`src/rtl/i2s_audio_rx.sv`:
```
// i2s_audio_rx: I2S serial receiver producing parallel 16-bit stereo samples in the clk32 domain.
// Ports:
//   clk32        system clock (only clock)
//   reset_n      synchronous active-low reset
//   i2s_bclk     serial bit clock (async)
//   i2s_lrck     word select (async), 0 = left, 1 = right
//   i2s_din      serial data (async), changes on bclk rising edge
//   audio_l/r    last complete left/right sample, BITS captured bits left-aligned
//   audio_valid  one-cycle pulse when audio_l/audio_r update
//   locked       high while aligned to frames
//   frame_err    sticky short-half-frame flag
// Build option: define I2S_RX_PHILIPS_EN for Philips framing (MSB one bclk after lrck change);
// default is left-justified framing (MSB on the lrck change edge).
module i2s_audio_rx #(
  parameter int unsigned BITS        = 16,
  parameter int unsigned SYNC_STAGES = 2
) (
  input  logic        clk32,
  input  logic        reset_n,
  input  logic        i2s_bclk,
  input  logic        i2s_lrck,
  input  logic        i2s_din,
  output logic [15:0] audio_l,
  output logic [15:0] audio_r,
  output logic        audio_valid,
  output logic        locked,
  output logic        frame_err
);

  localparam int unsigned W  = 16;
  localparam int unsigned CW = 5;

  typedef enum logic [1:0] {HUNT, LEFT, RIGHT} state_t;

  logic [SYNC_STAGES-1:0] bclk_sync;
  logic [SYNC_STAGES-1:0] lrck_sync;
  logic [SYNC_STAGES-1:0] din_sync;
  logic                   bclk_d;
  logic                   lrck_prev;
  state_t                 state;
  logic [CW-1:0]          cnt;
  logic [W-1:0]           shreg;
  logic [W-1:0]           hold;

  logic          bclk_s_c, lrck_s_c, din_s_c;
  logic          fall_c, lr_edge_c, short_c;
  logic [W-1:0]  sh_start_c;
  logic [CW-1:0] cnt_start_c;

  // Synchronized pin views, edge and framing decodes
  assign bclk_s_c  = bclk_sync[SYNC_STAGES-1];
  assign lrck_s_c  = lrck_sync[SYNC_STAGES-1];
  assign din_s_c   = din_sync[SYNC_STAGES-1];
  assign fall_c    = bclk_d & ~bclk_s_c;
  assign lr_edge_c = lrck_s_c ^ lrck_prev;
  assign short_c   = (cnt < CW'(BITS));

  // Shift register / counter contents on entering a half-frame
`ifdef I2S_RX_PHILIPS_EN
  // Bit sampled with the lrck change is the stale bit of the previous word
  assign sh_start_c  = '0;
  assign cnt_start_c = '0;
`else
  // Bit sampled with the lrck change is the MSB
  assign sh_start_c  = {din_s_c, {(W-1){1'b0}}};
  assign cnt_start_c = CW'(1);
`endif

  // Synchronizers, edge detect and framing FSM
  always_ff @(posedge clk32) begin
    if (!reset_n) begin
      bclk_sync   <= '0;
      lrck_sync   <= '0;
      din_sync    <= '0;
      bclk_d      <= 1'b0;
      lrck_prev   <= 1'b0;
      state       <= HUNT;
      cnt         <= '0;
      shreg       <= '0;
      hold        <= '0;
      audio_l     <= '0;
      audio_r     <= '0;
      audio_valid <= 1'b0;
      locked      <= 1'b0;
      frame_err   <= 1'b0;
    end else begin
      bclk_sync   <= {bclk_sync[SYNC_STAGES-2:0], i2s_bclk};
      lrck_sync   <= {lrck_sync[SYNC_STAGES-2:0], i2s_lrck};
      din_sync    <= {din_sync[SYNC_STAGES-2:0], i2s_din};
      bclk_d      <= bclk_s_c;
      audio_valid <= 1'b0;
      if (fall_c) begin
        lrck_prev <= lrck_s_c;
        case (state)
          HUNT: begin
            if (lrck_prev && !lrck_s_c) begin
              state  <= LEFT;
              locked <= 1'b1;
              shreg  <= sh_start_c;
              cnt    <= cnt_start_c;
            end
          end
          LEFT, RIGHT: begin
            if (lr_edge_c) begin
              if (short_c) begin
                // Short half-frame: drop the pending frame and re-hunt
                frame_err <= 1'b1;
                locked    <= 1'b0;
                state     <= HUNT;
              end else begin
                shreg <= sh_start_c;
                cnt   <= cnt_start_c;
                if (state == LEFT) begin
                  hold  <= shreg;
                  state <= RIGHT;
                end else begin
                  audio_l     <= hold;
                  audio_r     <= shreg;
                  audio_valid <= 1'b1;
                  state       <= LEFT;
                end
              end
            end else if (short_c) begin
              // Bits beyond BITS in a slot are ignored
              shreg[4'(5'd15 - cnt)] <= din_s_c;
              cnt                    <= cnt + CW'(1);
            end
          end
          default: begin
            state  <= HUNT;
            locked <= 1'b0;
          end
        endcase
      end
    end
  end

endmodule
```
`config.mk`:
```
export PLATFORM = sky130hd
export DESIGN_NAME = i2s_audio_rx
export DESIGN_NICKNAME = d
export VERILOG_FILES = /design/src/rtl/i2s_audio_rx.sv
export SDC_FILE = /design/constraint.sdc
export NUM_CORES = 1
export LEC_CHECK = 0
export CORE_ASPECT_RATIO = 0.75
export CORE_MARGIN = 2
export CORE_UTILIZATION = 58
export CTS_BUF_LIST = sky130_fd_sc_hd__clkbuf_4
export DETAILED_ROUTE_END_ITERATION = 12
export PLACE_DENSITY = 0.79
export SETUP_SLACK_MARGIN = 0.05
export SLEW_MARGIN = 10
export SYNTH_ARGS = -nofsm -noshare
export SYNTH_HDL_FRONTEND = slang
export SYNTH_SLANG_ARGS = --single-unit
```
`constraint.sdc`:
```
create_clock -name clk32 -period 2.12 [get_ports clk32]
set_input_delay 0.636 -clock clk32 [delete_from_list [all_inputs] [get_ports clk32]]
set_output_delay 0.636 -clock clk32 [all_outputs]
set_load 0.01 [all_outputs]
```
# After elaboration in Yosys (flattened, before gate mapping)
# Cells that the tools add are included.
# word_totals
inputBits	5
mem_count	0
romBits	0
elab_cells	71
output_inout_bits	35
latch_bits	0
reg_bits	82
ramBits	0
# classes
n_bitwise	9
order_cmp	3
reduce_logical	13
shifts	0
addsub	2
n_eq_ne	7
n_div	0
mux	23
n_mul	0
# op_table
operator	n
$mux 16	4
$pmux 16 s2	1
$mux 5	4
$bwmux 16	1
$reduce_and 5->1	3
$pmux 5 s2	1
$mux 2	4
$reduce_and 4->1	2
$not 1->1	7
$ne 2x2->1 const B	3
$ne 3x3->1 const B	2
$add 5x1->5 const B	1
$lt 4x5->1 const B	1
$lt 5x5->1 const B	1
$mux 1	5
$reduce_or 5->1	1
$demux 1 s4	1
$ge 4x1->1 const B	1
$pmux 2 s2	1
$sub 4x4->4 const A	1
$reduce_and 3->1	1
$eq 2x1->1 const B	1
$eq 2x2->1 const B	1
$logic_and 1x1->1	2
other kinds (7)	7

# Depth between registers and ports, before layout
# depth
depth_word	9
ltp_mapped	9
depth_no_buf	6

# Least setup slack after synthesis
# OpenSTA, ideal clock, no wires.
# synth_path
path_kind	reg2reg
from	register state[0]
to	register audio_l[0]
required_time_ns	1.998
stages_incl_launch_ff	10
synth_period_minus_slack_ns	1.960
t_arrival_ns	1.837
n_path_buf	3
setup_time_ns	0.122
setup_slack_ns	0.160
cell_sequence	dfxtp_1 > inv_1 > ha_1 > buf_2 > nand2_1 > or4_1 > clkbuf_1 > clkbuf_1 > nand2_1 > a21boi_0
# synth_via
elab_chain_len	3
word_cells_on_any_way	5
cone_classes	eq/ne (2); bitwise (1); reduce/logical (2)
# synth_rtl
element	line	source
start: declaration	40	state_t state;
start signal: assignment	77	state <= HUNT;
start signal: assignment	97	state <= LEFT;
start signal: assignment	109	state <= HUNT;
$eq 2x1->1 / $eq 2x2->1 (equally long branches)	94, 113	
$reduce_or 2->1 / $not 1->1 (equally long branches)	-	
$reduce_and 5->1 (no line) (*)	-	
end signal: assignment	117	audio_l <= hold;
end: declaration	23	output logic [15:0] audio_l,
# Every way passes the cells marked *; elsewhere a longest branch is shown, timed or not.
# A chain may end at the register's enable or synchronous reset.

# Final worst setup path
# layout_path
from	register lrck_sync[1]
to	register shreg[9]
# layout_via
elab_chain_len	4
word_cells_on_any_way	9
cone_classes	eq/ne (3); mux (2); bitwise (1); reduce/logical (3)
# layout_rtl
element	line	source
start: declaration	36	logic [SYNC_STAGES-1:0] lrck_sync;
start signal: assignment	88	lrck_sync <= {lrck_sync[SYNC_STAGES-2:0], i2s_lrck};
$logic_not 1->1	96	if (lrck_prev && !lrck_s_c) begin
$logic_and 1x1->1	96	
$ne 2x2->1 (no line)	-	
$reduce_and 5->1 (no line)	-	
end signal: assignment	99	shreg <= sh_start_c;
end signal: assignment	111	shreg <= sh_start_c;
end signal: indexed assignment	125	shreg[4'(5'd15 - cnt)] <= din_s_c;
end: declaration	42	logic [W-1:0] shreg;
# Several ways; a longest one is shown, not always the timed one.

==> implementation parameters <==
Parameter                              Value

Finish
  Post-route cell area ... 0.00405 mm2
  Final layout net count ... 431
  Area taken by flip-flops and latches ... 0.00164 mm2
  Layout filler cell count ... 472
  Layout area overhead ... 18.5%
  Diodes inserted ... 0
  Multi-input logic area ... 0.00165 mm2
  Layout cells sized above 1 ... 9.50%

Worst hold path
  Critical hold path startpoint ... din_sync[0]
  Destination of the worst hold path ... din_sync[1]
  Cell depth of the worst hold path ... 1
  Worst Hold Class ... flip-flop to flip-flop

Die
  Boundary Pins ... 40
  Die outline width ... 92.6 um
  Floorplan row count ... 24
  Area of the core ... 0.00577 mm2
  Starting density of the core ... 59.3%
  Y dimension of the die ... 70.5 um
  Die footprint ... 0.00653 mm2

Placed design
  Placer Congestion ... 0.847
  Buffers on Ports ... 39
  Hpwl dp ... 4540 um
  Post-placement cell area ... 0.00391 mm2

Drt
  Post-route ant nets ... 0
  Met2 routed wirelength ... 3130 um
  Routed met1 length ... 3240 um
  Wire per inst ... 13.7 um
  Total wire length after detailed routing ... 6820 um
  Top layer reached by signal wires ... met4
  Wire length on met3 ... 405 um
  Number of DRC violations after detailed routing ... 0
  First-pass detailed-route iteration total ... 4
  Number of DRC markers in iteration 0 ... 196
  Detailed-route vias per instance ... 5.34
  Total number of vias ... 2,664

STA
  Maximum operating frequency ... 504 MHz
  Unrepaired setup endpoints after global routing ... no
  Final Hold Fails ... 0
  Final TNS setup ... 0 ps
  Remaining max-slew budget at the tightest pin ... 63.2%
  Maximum clock skew at final layout ... 9.91 ps
  Finish-stage setup viols ... 0
  Ratio of final minimum period to clock period ... 93.5%
  Transition time at the pin with the least slew margin ... 550 ps
  Tmin final ... 1980 ps
  Slew Viols, Final ... 0

Synthesis
  Syn nets ... 396
  Post-synthesis instance area ... 0.00342 mm2
  Cell with the most instances after synthesis ... dfxtp_1
  Synthesis-stage register bit count ... 82
  Proportion of netlist area held by the largest area contributor ... 48.0%
  Most frequently used flop master after synthesis ... dfxtp_1
  Distinct cells, synth ... 34
  Number of flops mapped to enable cells by yosys ... 0
  Sequential fraction of the synthesis area ... 48.0%
  Yosys warnings ... 0
  Largest area contributor in the netlist ... dfxtp_1
  Post-synth top cells ... 82 x dfxtp_1, 76 x nand2_1, 33 x a21boi_0, 24 x clkbuf_1, 24 x nor2b_1
  Average cell area after synthesis ... 8.93 um2
  Ranking of synthesized cells by area ... dfxtp_1 48%, nand2_1 8.3%, a21boi_0 7.2%
  Number of instances in the synthesized netlist ... 383
  Share of synthesized registers carrying an async set or reset ... 0%

GRT
  First-pass GRT wire length ... 11,500 um
  Largest net degree at the start of global routing ... 86
  Via count of the first global-routing pass ... 2,524
  Total global routing overflow ... 0
  Global-route usage over all layers ... 21.8%
  Initial antenna violation count ... 0

Setup path
  Data arrival time at the worst-slack endpoint ... 2260 ps
  Critical-path cell list ... inv_1 -> ha_1 -> xnor2_1 -> a2111o_1 -> buf_4 -> buf_4 -> o21ai_0 -> a21boi_0
  Setup crit start kind ... flip-flop
  CP peak stage delay ... 440 ps
  CP Launch Point ... lrck_sync[1]
  Endpoint type of the worst setup path ... flip-flop
  Reg2reg end ... shreg[9]
  Path depth of the worst reg2reg path ... 8
  Kind of critical path ... flip-flop to flip-flop
  Crit path top cell by count ... buf_4
  Maximum fanout along the worst path ... 9
  Slowest stage cell on the critical path ... a2111o_1
  Reg-to-reg setup timing slack ... 140 ps
  Worst path required time ... 2400 ps
  Worst reg2reg startpoint ... lrck_sync[1]

Job
  Reported max-cap violation count ... 0

Clock network
  CTS H-tree depth ... 3
  Source-to-sink clock delay at the later pin of the worst-skew pair ... 400 ps
  Clock slew at reported path FFs ... 110 ps
  Number of buffers added by the clock tree synthesis step ... 9
  Cell at the root of the clock tree ... clkbuf_4
  Clock tree buffer depth ... 2
  Clk sink count ... 82
  Clock tree from TritonCTS ... built

Power and ir drop
  Maximum vdd ir drop ... 393 uV
  Leak pwr ... 0.00148 uW
  Pwr per Cell Area ... 604 mW/mm2

Run status
  Run status ... completed
-- sequential cells by signal, indices dropped and copies added, names as in the netlist --
register / flops
locked: 1
lrck_sync: 2
audio_l: 16
frame_err: 1
audio_valid: 1
audio_r: 16
lrck_prev: 1
state: 2
cnt: 5
hold: 16
bclk_sync: 2
shreg: 16
bclk_d: 1
din_sync: 2
-- what timing repair did --
action,CTS,global route
setup endpoints to repair,18,57
hold buffers,0,0
setup buffers,0,1
pin swaps,1,1
resized for setup,1,3
-- critical path: cells and delay by family (launching register included) --
kind	cells	cell delay (ps)
AO/OA/AOI/OAI	3	720
buffers and inverters	3	360
flip-flops	1	340
adder cells (fa/ha/maj)	1	310
XOR/XNOR	1	130
-- cell families after synthesis --
logic type      count (synthesis)  synth area share [%]
compound gates                 90                  17.6
simple gates                  146                  21.2
buf+inv                        37                  4.36
fa+ha+maj                       8                  2.93
flops                          82                  48.0
xor+xnor                        1                 0.256
mux                            19                  5.60
-- worst max-delay path by stage --
stage                        endpoint  slack [ps]  cells after the start
final                        shreg[9]         140                      8
after global routing      audio_r[13]          30                      7
after CTS                 audio_r[11]          70                      7
after detailed placement     shreg[3]          30                      7
after global placement       shreg[4]         130                      7
after floorplan            audio_l[0]         160                      9
-- placed cells by master (no fill, tap or decap), types with 3 or more instances in the layout --
| cell | netlist | final |
|---|---|---|
| o21ai_0 | 17 | 17 |
| buf_4 | 1 | 14 |
| inv_1 | 7 | 7 |
| clkinv_2 | 0 | 3 |
| and2_1 | 12 | 12 |
| a21boi_0 | 33 | 33 |
| clkbuf_4 | 0 | 10 |
| nand2_1 | 76 | 76 |
| a21oi_1 | 17 | 17 |
| mux2i_1 | 18 | 18 |
| a21boi_1 | 16 | 16 |
| ha_1 | 8 | 7 |
| nor2b_1 | 24 | 24 |
| dfxtp_1 | 82 | 81 |
| nand3_1 | 19 | 19 |
| clkdlybuf4s50_1 | 0 | 38 |
-- cell type report --
cell class | count | area share [%]
Multi-Input combinational cell | 264 | 40.8
Inverter | 7 | 0.649
Sequential cell | 82 | 40.5
Clock inverter | 4 | 1.11
Timing Repair Buffer | 54 | 12.6
Clock buffer | 10 | 1.85
Tap cell | 78 | 2.41
-- where the power goes --
| group | switching, uW | internal, uW | total [uW] | leakage [uW] |
|---|---|---|---|---|
| combinational | 27.3 | 31.9 | 59.2 | 0.000744 |
| sequential | 2.51 | 1550 | 1550 | 0.000662 |
| clock | 483 | 356 | 838 | 0.0000719 |
| total | 512 | 1930 | 2450 | 0.00148 |
-- per-stage QoR --
step                utilization (%)  worst slack, ps  hold WS (ps)  cells  total power (uW)
floorplan                         -              160           412    383              1620
global placement               67.7              135           414    484              1640
detailed placement             67.7             30.9           423    484              1640
CTS                            69.9             69.2           449    498              2460
global route                   70.3             33.8           461    499              2540
finish                         70.3              137           443    499              2450
-- routing by layer --
layer	vias up	GRT usage, %
met5	-	0
met2	62	34.4
met4	0	6.21
met1	1237	29.7
met3	5	5.93
li1	1360	-
Power figures use the tool's default switching activity.
